--- src/rtl/fir_decimate.sv ---
// Decimating real FIR low-pass for the audio path.
// Loads DECIMATION samples into a NUM_TAPS-deep history, runs one serial
// multiply-accumulate pass over all taps, then pushes a single output.
//
//   state   | meaning
//   --------+-----------------------------------------------------------
//   S_LOAD  | pop input FIFO into the history until DECIMATION samples
//   S_MAC   | one tap per cycle, acc += dequant(coeff[N-1-k] * x[k])
//   S_WRITE | present acc to the output FIFO, wait while it is full
module fir_decimate #(
   parameter int NUM_TAPS   = 32,
   parameter int DECIMATION = 8,
   parameter int DATA_WIDTH = 32,
   parameter int BITS       = 10,
   // tap i lives at COEFFS[i*DATA_WIDTH +: DATA_WIDTH]; default is 1.0 on every tap
   parameter logic [NUM_TAPS*DATA_WIDTH-1:0] COEFFS = {NUM_TAPS{DATA_WIDTH'(1024)}}
) (
   input  logic                  clock,
   input  logic                  reset,
   output logic                  in_rd_en,
   input  logic                  in_empty,
   input  logic [DATA_WIDTH-1:0] in_dout,
   output logic                  out_wr_en,
   input  logic                  out_full,
   output logic [DATA_WIDTH-1:0] out_din
);

   localparam int CW = (DECIMATION > 1) ? $clog2(DECIMATION) : 1;
   localparam int TW = (NUM_TAPS > 1) ? $clog2(NUM_TAPS) : 1;

   typedef enum logic [1:0] {
      S_LOAD  = 2'd0,
      S_MAC   = 2'd1,
      S_WRITE = 2'd2
   } state_t;

   state_t                       state_q, state_d;
   logic [CW-1:0]                cnt_q, cnt_d;
   logic [TW-1:0]                tap_q, tap_d;
   logic signed [DATA_WIDTH-1:0] acc_q, acc_d;
   logic signed [DATA_WIDTH-1:0] x_q [NUM_TAPS];
   logic signed [DATA_WIDTH-1:0] x_d [NUM_TAPS];

   logic signed [DATA_WIDTH-1:0] coef;
   logic signed [DATA_WIDTH-1:0] x_sel;
   logic signed [DATA_WIDTH-1:0] prod;
   logic signed [DATA_WIDTH-1:0] bias;
   logic signed [DATA_WIDTH-1:0] deq;

   // Current tap product, truncated to DATA_WIDTH and divided by 2^BITS
   // rounding toward zero (bias negatives before the arithmetic shift).
   always_comb begin
      coef  = COEFFS[(NUM_TAPS - 1 - int'(tap_q)) * DATA_WIDTH +: DATA_WIDTH];
      x_sel = x_q[tap_q];
      prod  = coef * x_sel;
      bias  = prod[DATA_WIDTH-1] ? DATA_WIDTH'((1 << BITS) - 1) : '0;
      deq   = (prod + bias) >>> BITS;
   end

   // Next-state, datapath updates and FIFO handshakes.
   always_comb begin
      state_d   = state_q;
      cnt_d     = cnt_q;
      tap_d     = tap_q;
      acc_d     = acc_q;
      x_d       = x_q;
      in_rd_en  = 1'b0;
      out_wr_en = 1'b0;
      out_din   = '0;
      case (state_q)
         S_LOAD: begin
            if (!in_empty) begin
               in_rd_en = 1'b1;
               for (int k = 0; k < NUM_TAPS - 1; k++) begin
                  x_d[k] = x_q[k+1];
               end
               x_d[NUM_TAPS-1] = $signed(in_dout);
               if (cnt_q == CW'(DECIMATION - 1)) begin
                  cnt_d   = '0;
                  acc_d   = '0;
                  tap_d   = '0;
                  state_d = S_MAC;
               end else begin
                  cnt_d = cnt_q + 1'b1;
               end
            end
         end
         S_MAC: begin
            acc_d = acc_q + deq;
            if (tap_q == TW'(NUM_TAPS - 1)) begin
               state_d = S_WRITE;
            end else begin
               tap_d = tap_q + 1'b1;
            end
         end
         S_WRITE: begin
            if (!out_full) begin
               out_wr_en = 1'b1;
               out_din   = acc_q;
               state_d   = S_LOAD;
            end
         end
         default: state_d = S_LOAD;
      endcase
      // handshakes stay quiet while reset is held, whatever the flops hold
      if (reset) begin
         in_rd_en  = 1'b0;
         out_wr_en = 1'b0;
         out_din   = '0;
      end
   end

   // State and datapath registers with synchronous reset.
   always_ff @(posedge clock) begin
      if (reset) begin
         state_q <= S_LOAD;
         cnt_q   <= '0;
         tap_q   <= '0;
         acc_q   <= '0;
         for (int k = 0; k < NUM_TAPS; k++) begin
            x_q[k] <= '0;
         end
      end else begin
         state_q <= state_d;
         cnt_q   <= cnt_d;
         tap_q   <= tap_d;
         acc_q   <= acc_d;
         x_q     <= x_d;
      end
   end

endmodule

--- config.mk ---
export PLATFORM = sky130hd
export DESIGN_NAME = fir_decimate
export DESIGN_NICKNAME = d
export VERILOG_FILES = /design/src/rtl/fir_decimate.sv
export SDC_FILE = /design/constraint.sdc
export NUM_CORES = 2
export LEC_CHECK = 0
export BUFFER_PORTS_ARGS = -buffer_cell sky130_fd_sc_hd__buf_2
export CAP_MARGIN = 15
export CORE_UTILIZATION = 55
export CTS_CLUSTER_SIZE = 10
export DETAILED_ROUTE_END_ITERATION = 16
export GPL_TIMING_DRIVEN = 0
export PLACE_DENSITY = 0.81
export SYNTH_ARGS = -nofsm -noshare
export SYNTH_HDL_FRONTEND = slang
export SYNTH_SLANG_ARGS = --single-unit
--- constraint.sdc ---
create_clock -name clock -period 4.3 [get_ports clock]
set_clock_uncertainty 0.2 [all_clocks]
set_input_delay 0.43 -clock clock [delete_from_list [all_inputs] [get_ports clock]]
set_output_delay 0.43 -clock clock [all_outputs]
set_load 0.03 [all_outputs]
# Word level (Yosys, flattened, before mapping)
# Cells that the tools add are included.
# word_totals
inputBits,36
mem_bits_rw,0
latchBits,0
rom_bits,0
mem_count,0
register_bits,1066
wordCells,87
output_inout_bits,34
# op_classes
order_cmp,1
div_mod_pow,0
muxes,26
multipliers,1
n_shift,1
reduce_logical,6
n_bitwise,2
eq_ne,9
add_sub_neg,5
# ops
op,n
$shiftx A1024 B11 Y32 const A,1
$mux W32,7
$bmux W32 S5,1
$pmux W32 S2,1
$add A32 B11 Y32,1
$add A32 B22 Y32,1
$mul A32 B32 Y32,1
$mux W5,3
$mux W10,1
$ne A2 B2 Y1 const B,5
$pmux W5 S2,1
$mux W2,4
$reduce_and A4 Y1,2
$ge A6 B6 Y1 const B,1
$mux W1,6
$not A5 Y6,1
$pmux W2 S3,1
$sub A5 B5 Y6 const A,1
$add A5 B1 Y5 const B,1
$eq A5 B5 Y1 const B,1
$add A3 B1 Y3 const B,1
$eq A3 B3 Y1 const B,1
$mux W3,1
$reduce_and A3 Y1,1
6 further kinds,6

# Longest topological paths before layout
# depth
depth_word,9
depth_mapped,18
ltp_nobuf,14

# Worst setup path after synthesis
# No wires, ideal clock.
# synth_timing
kind,register to register
start,register tap_q[0]
end,register acc_q[28]
setup_ps,124
synth_period_minus_slack_ps,4776
slack_ps,-476
stages_incl_launch_ff,17
path_buffers,4
required_time_ps,3976
arrival_ps,4452
path_cell_list,dfxtp_1 > buf_2 > buf_2 > buf_2 > buf_1 > mux4_2 > mux4_2 > mux2_2 > ha_1 > a21oi_1 > o21ai_1 > a221o_1 > a22o_1 > o41a_4 > a311oi_4 > xor2_1 > o21ai_1
# synth_between
elab_chain_cells,9
elab_cells_between_ends,11
cone_classes,3 x add/sub; 1 x mul; 1 x shift; 5 x mux; 1 x bitwise
# synth_rtl
item,line_no,text
start: declaration,39,"logic [TW-1:0] tap_q, tap_d;"
start signal: assignment,126,tap_q <= tap_d;
"parallel branches: the longest is 4 deep, another holds $sub A5 B5 Y6",n/a,
$mul A32 B32 Y32 (*),55,prod = coef * x_sel;
$mux W10,56,bias = prod[DATA_WIDTH-1] ? DATA_WIDTH'((1 << BITS) - 1) : '0;
$add A32 B11 Y32 (*),57,deq = (prod + bias) >>> BITS;
$add A32 B22 Y32 (*),89,acc_d = acc_q + deq;
$pmux W32 S2 (*),70,case (state_q)
end signal: assignment,119,acc_q <= '0;
end signal: assignment,127,acc_q <= acc_d;
end: declaration,40,"logic signed [DATA_WIDTH-1:0] acc_q, acc_d;"
# Every way passes the cells marked *. The select of a mux whose other input is x is not followed.
# A chain may end at the register's enable or synchronous reset.

# Worst setup path in the final report
# Same ends and word-level chain as after synthesis.

==> metrics <==
Num Clock Sinks 746; Synth Area in XOR/XNOR 0.7270%; GPL Wtd Cong 1.063; Total GRT Usage 36.05%; Area Overhead vs Synth 17.02%; setup violators final 18; failing checks setup timing; first-pass GRT wire length 163100 um; Starting Density 56.06%; sequential element share of the synthesized area 45.91%; worst r2r src tap_q[0]; Worst Path Arrival 5.15 ns; CP max-delay cell mux4_2; R2R Setup Slk -0.55 ns; FF+latch count, synth 746; Die Area 60120 um2; number of enable flip-flop cells after synthesis 0; Hold Crit Class input pin to flip-flop; DRC Markers 0; initial detailed-routing violation count 3442; initial antenna violation count 10; CP Launch Point tap_q[0]; status finished with violations; vias in the first global route 27700; switching share of power 23.97%; most frequent cells after synthesis 1444 x nand2_1, 746 x dfxtp_1, 741 x a21oi_1; layout cell share with drive strength beyond 1 14.13%; tightest hold margin 0.1422 ns; Clk pin slew, worst setup/hold paths 0.06 ns; sequential fraction of design power 49.8%; CP Cell Sequence buf_12 > buf_12 > buf_16 > mux4_2 > mux4_2 > mux2_4 > ha_4 > nor3_2 > o21a_1 > a311oi_4 > a22o_1 > o41a_4 > a311oi_4 > xor2_1 > o21ai_1; via/cell ratio 6.153; Clock power frac 46.1%; TritonCTS buffer count 85; core area 58030 um2; Syn Std Cell Area 32530 um2; max-slew violation count 0; Synth area leaders dfxtp_1 46%, nand2_1 17%, mux4_2 15%; first-pass iteration count of the detailed router 6; setup slack after layout -0.5491 ns; area occupied by registers 14940 um2; Cell Int Power 10620 uW; fmax 206.2 MHz; Slowest Stage Delay on Critical Path 0.63 ns; RSZ-0062 raised after global routing yes; Mapped Avg Cell Area 8.637 um2; CP startpoint kind flip-flop; Max FO, Critical Path 10; Mapped Cells 3766; Buf/Inv on CP 3; Synth area leader dfxtp_1; Rows 88; area of the multi-input gates 16900 um2; Async SR Flop Fraction 0%; most used flip-flop cell after synthesis dfxtp_1; CTS root buffer clkbuf_16; Longest Clk Path Bufs 3; worst slew pin tran 1.289 ns; die width 245.2 um; pwr/cell area 367.1 nW/um2; mux cell area share after synthesis 16.07%; Synth Area in Compound Gates 13.37%; grt ovf 0; Adder-Cell Fraction of Synth Area 1.408%; worst skew pair latency 0.66 ns; Leakage 0.01233 uW; Nets 4067; Synth Area in Simple Gates 18.74%; largest family of logic cells by synthesized area simple AND/OR/NAND/NOR gates; CTS tree yes; port bufs 58; net switching power 3349 uW; family with the most delay on the worst path multiplexers; DR vias 29370; Yosys Warn Count 0; Tot Pwr 13970 uW; Setup CP Type flip-flop to flip-flop; share of the synthesized area in the top cell type 45.91%; min-delay src in_empty; Fin. Hold Viols 0; Req. time, crit path 4.60 ns; H-Tree Depth 3; num ports 70; Vert. Die Dim 245.2 um; dominant cell by count in the synthesized netlist nand2_1; Routed WL per cell 22.91 um; final WL 109400 um; max-cap viol count 0; post-layout minimum cycle time 4.849 ns; Syn Nets 3838; hpwl dp 79380 um; final period utilization 112.8%; synth unique cells 52; relative slew slack 14.08%; maximum vdd drop 0.3251 mV; crit end category flip-flop; Gate power share 4.1%; largest net degree at the start of global routing 14; Antenna Nets Post-Route 0; Filler cells 4497; DP Worst Slack -1.441 ns
==> cell type report <==
type	instances	area share (%)
Timing Repair Buffer	143	3.037
Sequential cell	746	39.24
Antenna cell	1	0.006574
Inverter	9	0.08875
Buffer	307	4.569
Multi-Input combinational cell	2703	44.41
Tap cell	765	2.515
Clock buffer	90	5.716
Clock inverter	9	0.4142
==> placed cells by master, fill, tap and decap left out, types with 7 or more instances in the layout <==
cell / netlist / layout
a21o_1: 16 / 15
a21oi_1: 741 / 732
a22oi_1: 14 / 14
and2_1: 33 / 32
buf_1: 13 / 7
buf_12: 0 / 21
buf_2: 22 / 61
buf_4: 2 / 49
buf_6: 0 / 9
clkbuf_1: 271 / 255
clkbuf_16: 0 / 91
clkbuf_8: 0 / 12
dfxtp_1: 746 / 743
dlygate4sd3_1: 0 / 23
ha_1: 35 / 15
ha_4: 0 / 18
inv_1: 9 / 7
mux2_2: 21 / 9
mux2_4: 0 / 12
mux4_2: 219 / 219
nand2_1: 1444 / 1441
nor2_1: 37 / 37
nor2b_1: 9 / 7
o21ai_0: 20 / 17
xnor2_1: 14 / 13
xor2_1: 13 / 13
==> worst paths after layout <==
path	to	cells after the start
setup reg to reg	acc_q[28]	15
setup / recovery	acc_q[28]	15
hold reg to reg	x_q[833]	2
hold / removal	cnt_q[0]	4
==> power by group through the flow <==
stage | clock, uW | sequential (uW) | combinational [uW]
final | 6440 | 6960 | 567
after global placement | 0 | 7110 | 523
after CTS | 6430 | 6960 | 547
after global routing | 6740 | 6960 | 591
after floorplan | 0 | 7100 | 302
after detailed placement | 0 | 7110 | 528
==> through the flow <==
| stage | instances | setup TNS (ns) | util [%] | instance area (um2) |
|---|---|---|---|---|
| after floorplan | 3766 | -0.01000 | - | 33010 |
| after global placement | 4589 | -15.84 | 59.04 | 34260 |
| after detailed placement | 4589 | -18.12 | 59.04 | 34260 |
| after CTS | 4745 | -3.197 | 64.92 | 37670 |
| after global routing | 4772 | -7.110 | 65.59 | 38060 |
| final | 4773 | -5.166 | 65.60 | 38060 |
==> per-layer routing <==
metal	up-vias	global-route usage (%)	wire length [um]
li1	13220	-	-
met4	10	22.02	7378
met5	-	0	70
met3	382	10.81	13970
met2	1777	55.62	48500
met1	13980	44.33	39430
==> tightest hold or removal path, delay by kind of cell <==
kind	cells	cell delay, ns
buffers and inverters	1	0.12
and+or+nand+nor	2	0.17
AOI/OAI and AO/OA	1	0.23
==> timing repair <==
| action | in CTS | in global routing |
|---|---|---|
| setup endpoints to repair | 28 | 23 |
| pin swaps | 20 | 15 |
| endpoints found under the hold margin | 23 | 0 |
| gates cloned | 4 | 1 |
| buffers inserted | 31 | 27 |
| hold buffers | 23 | 0 |
| resized for setup | 85 | 33 |
==> logic make-up after synthesis <==
group / after synthesis
AO/OA/AOI/OAI: 828
XOR/XNOR: 27
adder cells (fa/ha/maj): 36
buffers and inverters: 317
flip-flops: 746
multiplexers: 246
AND/OR/NAND/NOR: 1566
==> state kept, by name (all words and copies together), names as in the netlist <==
| name | count |
|---|---|
| tap_q | 5 |
| cnt_q | 3 |
| acc_q | 32 |
| state_q | 2 |
| x_q | 704 |
Note: power is estimated with default switching activity, not from simulation.
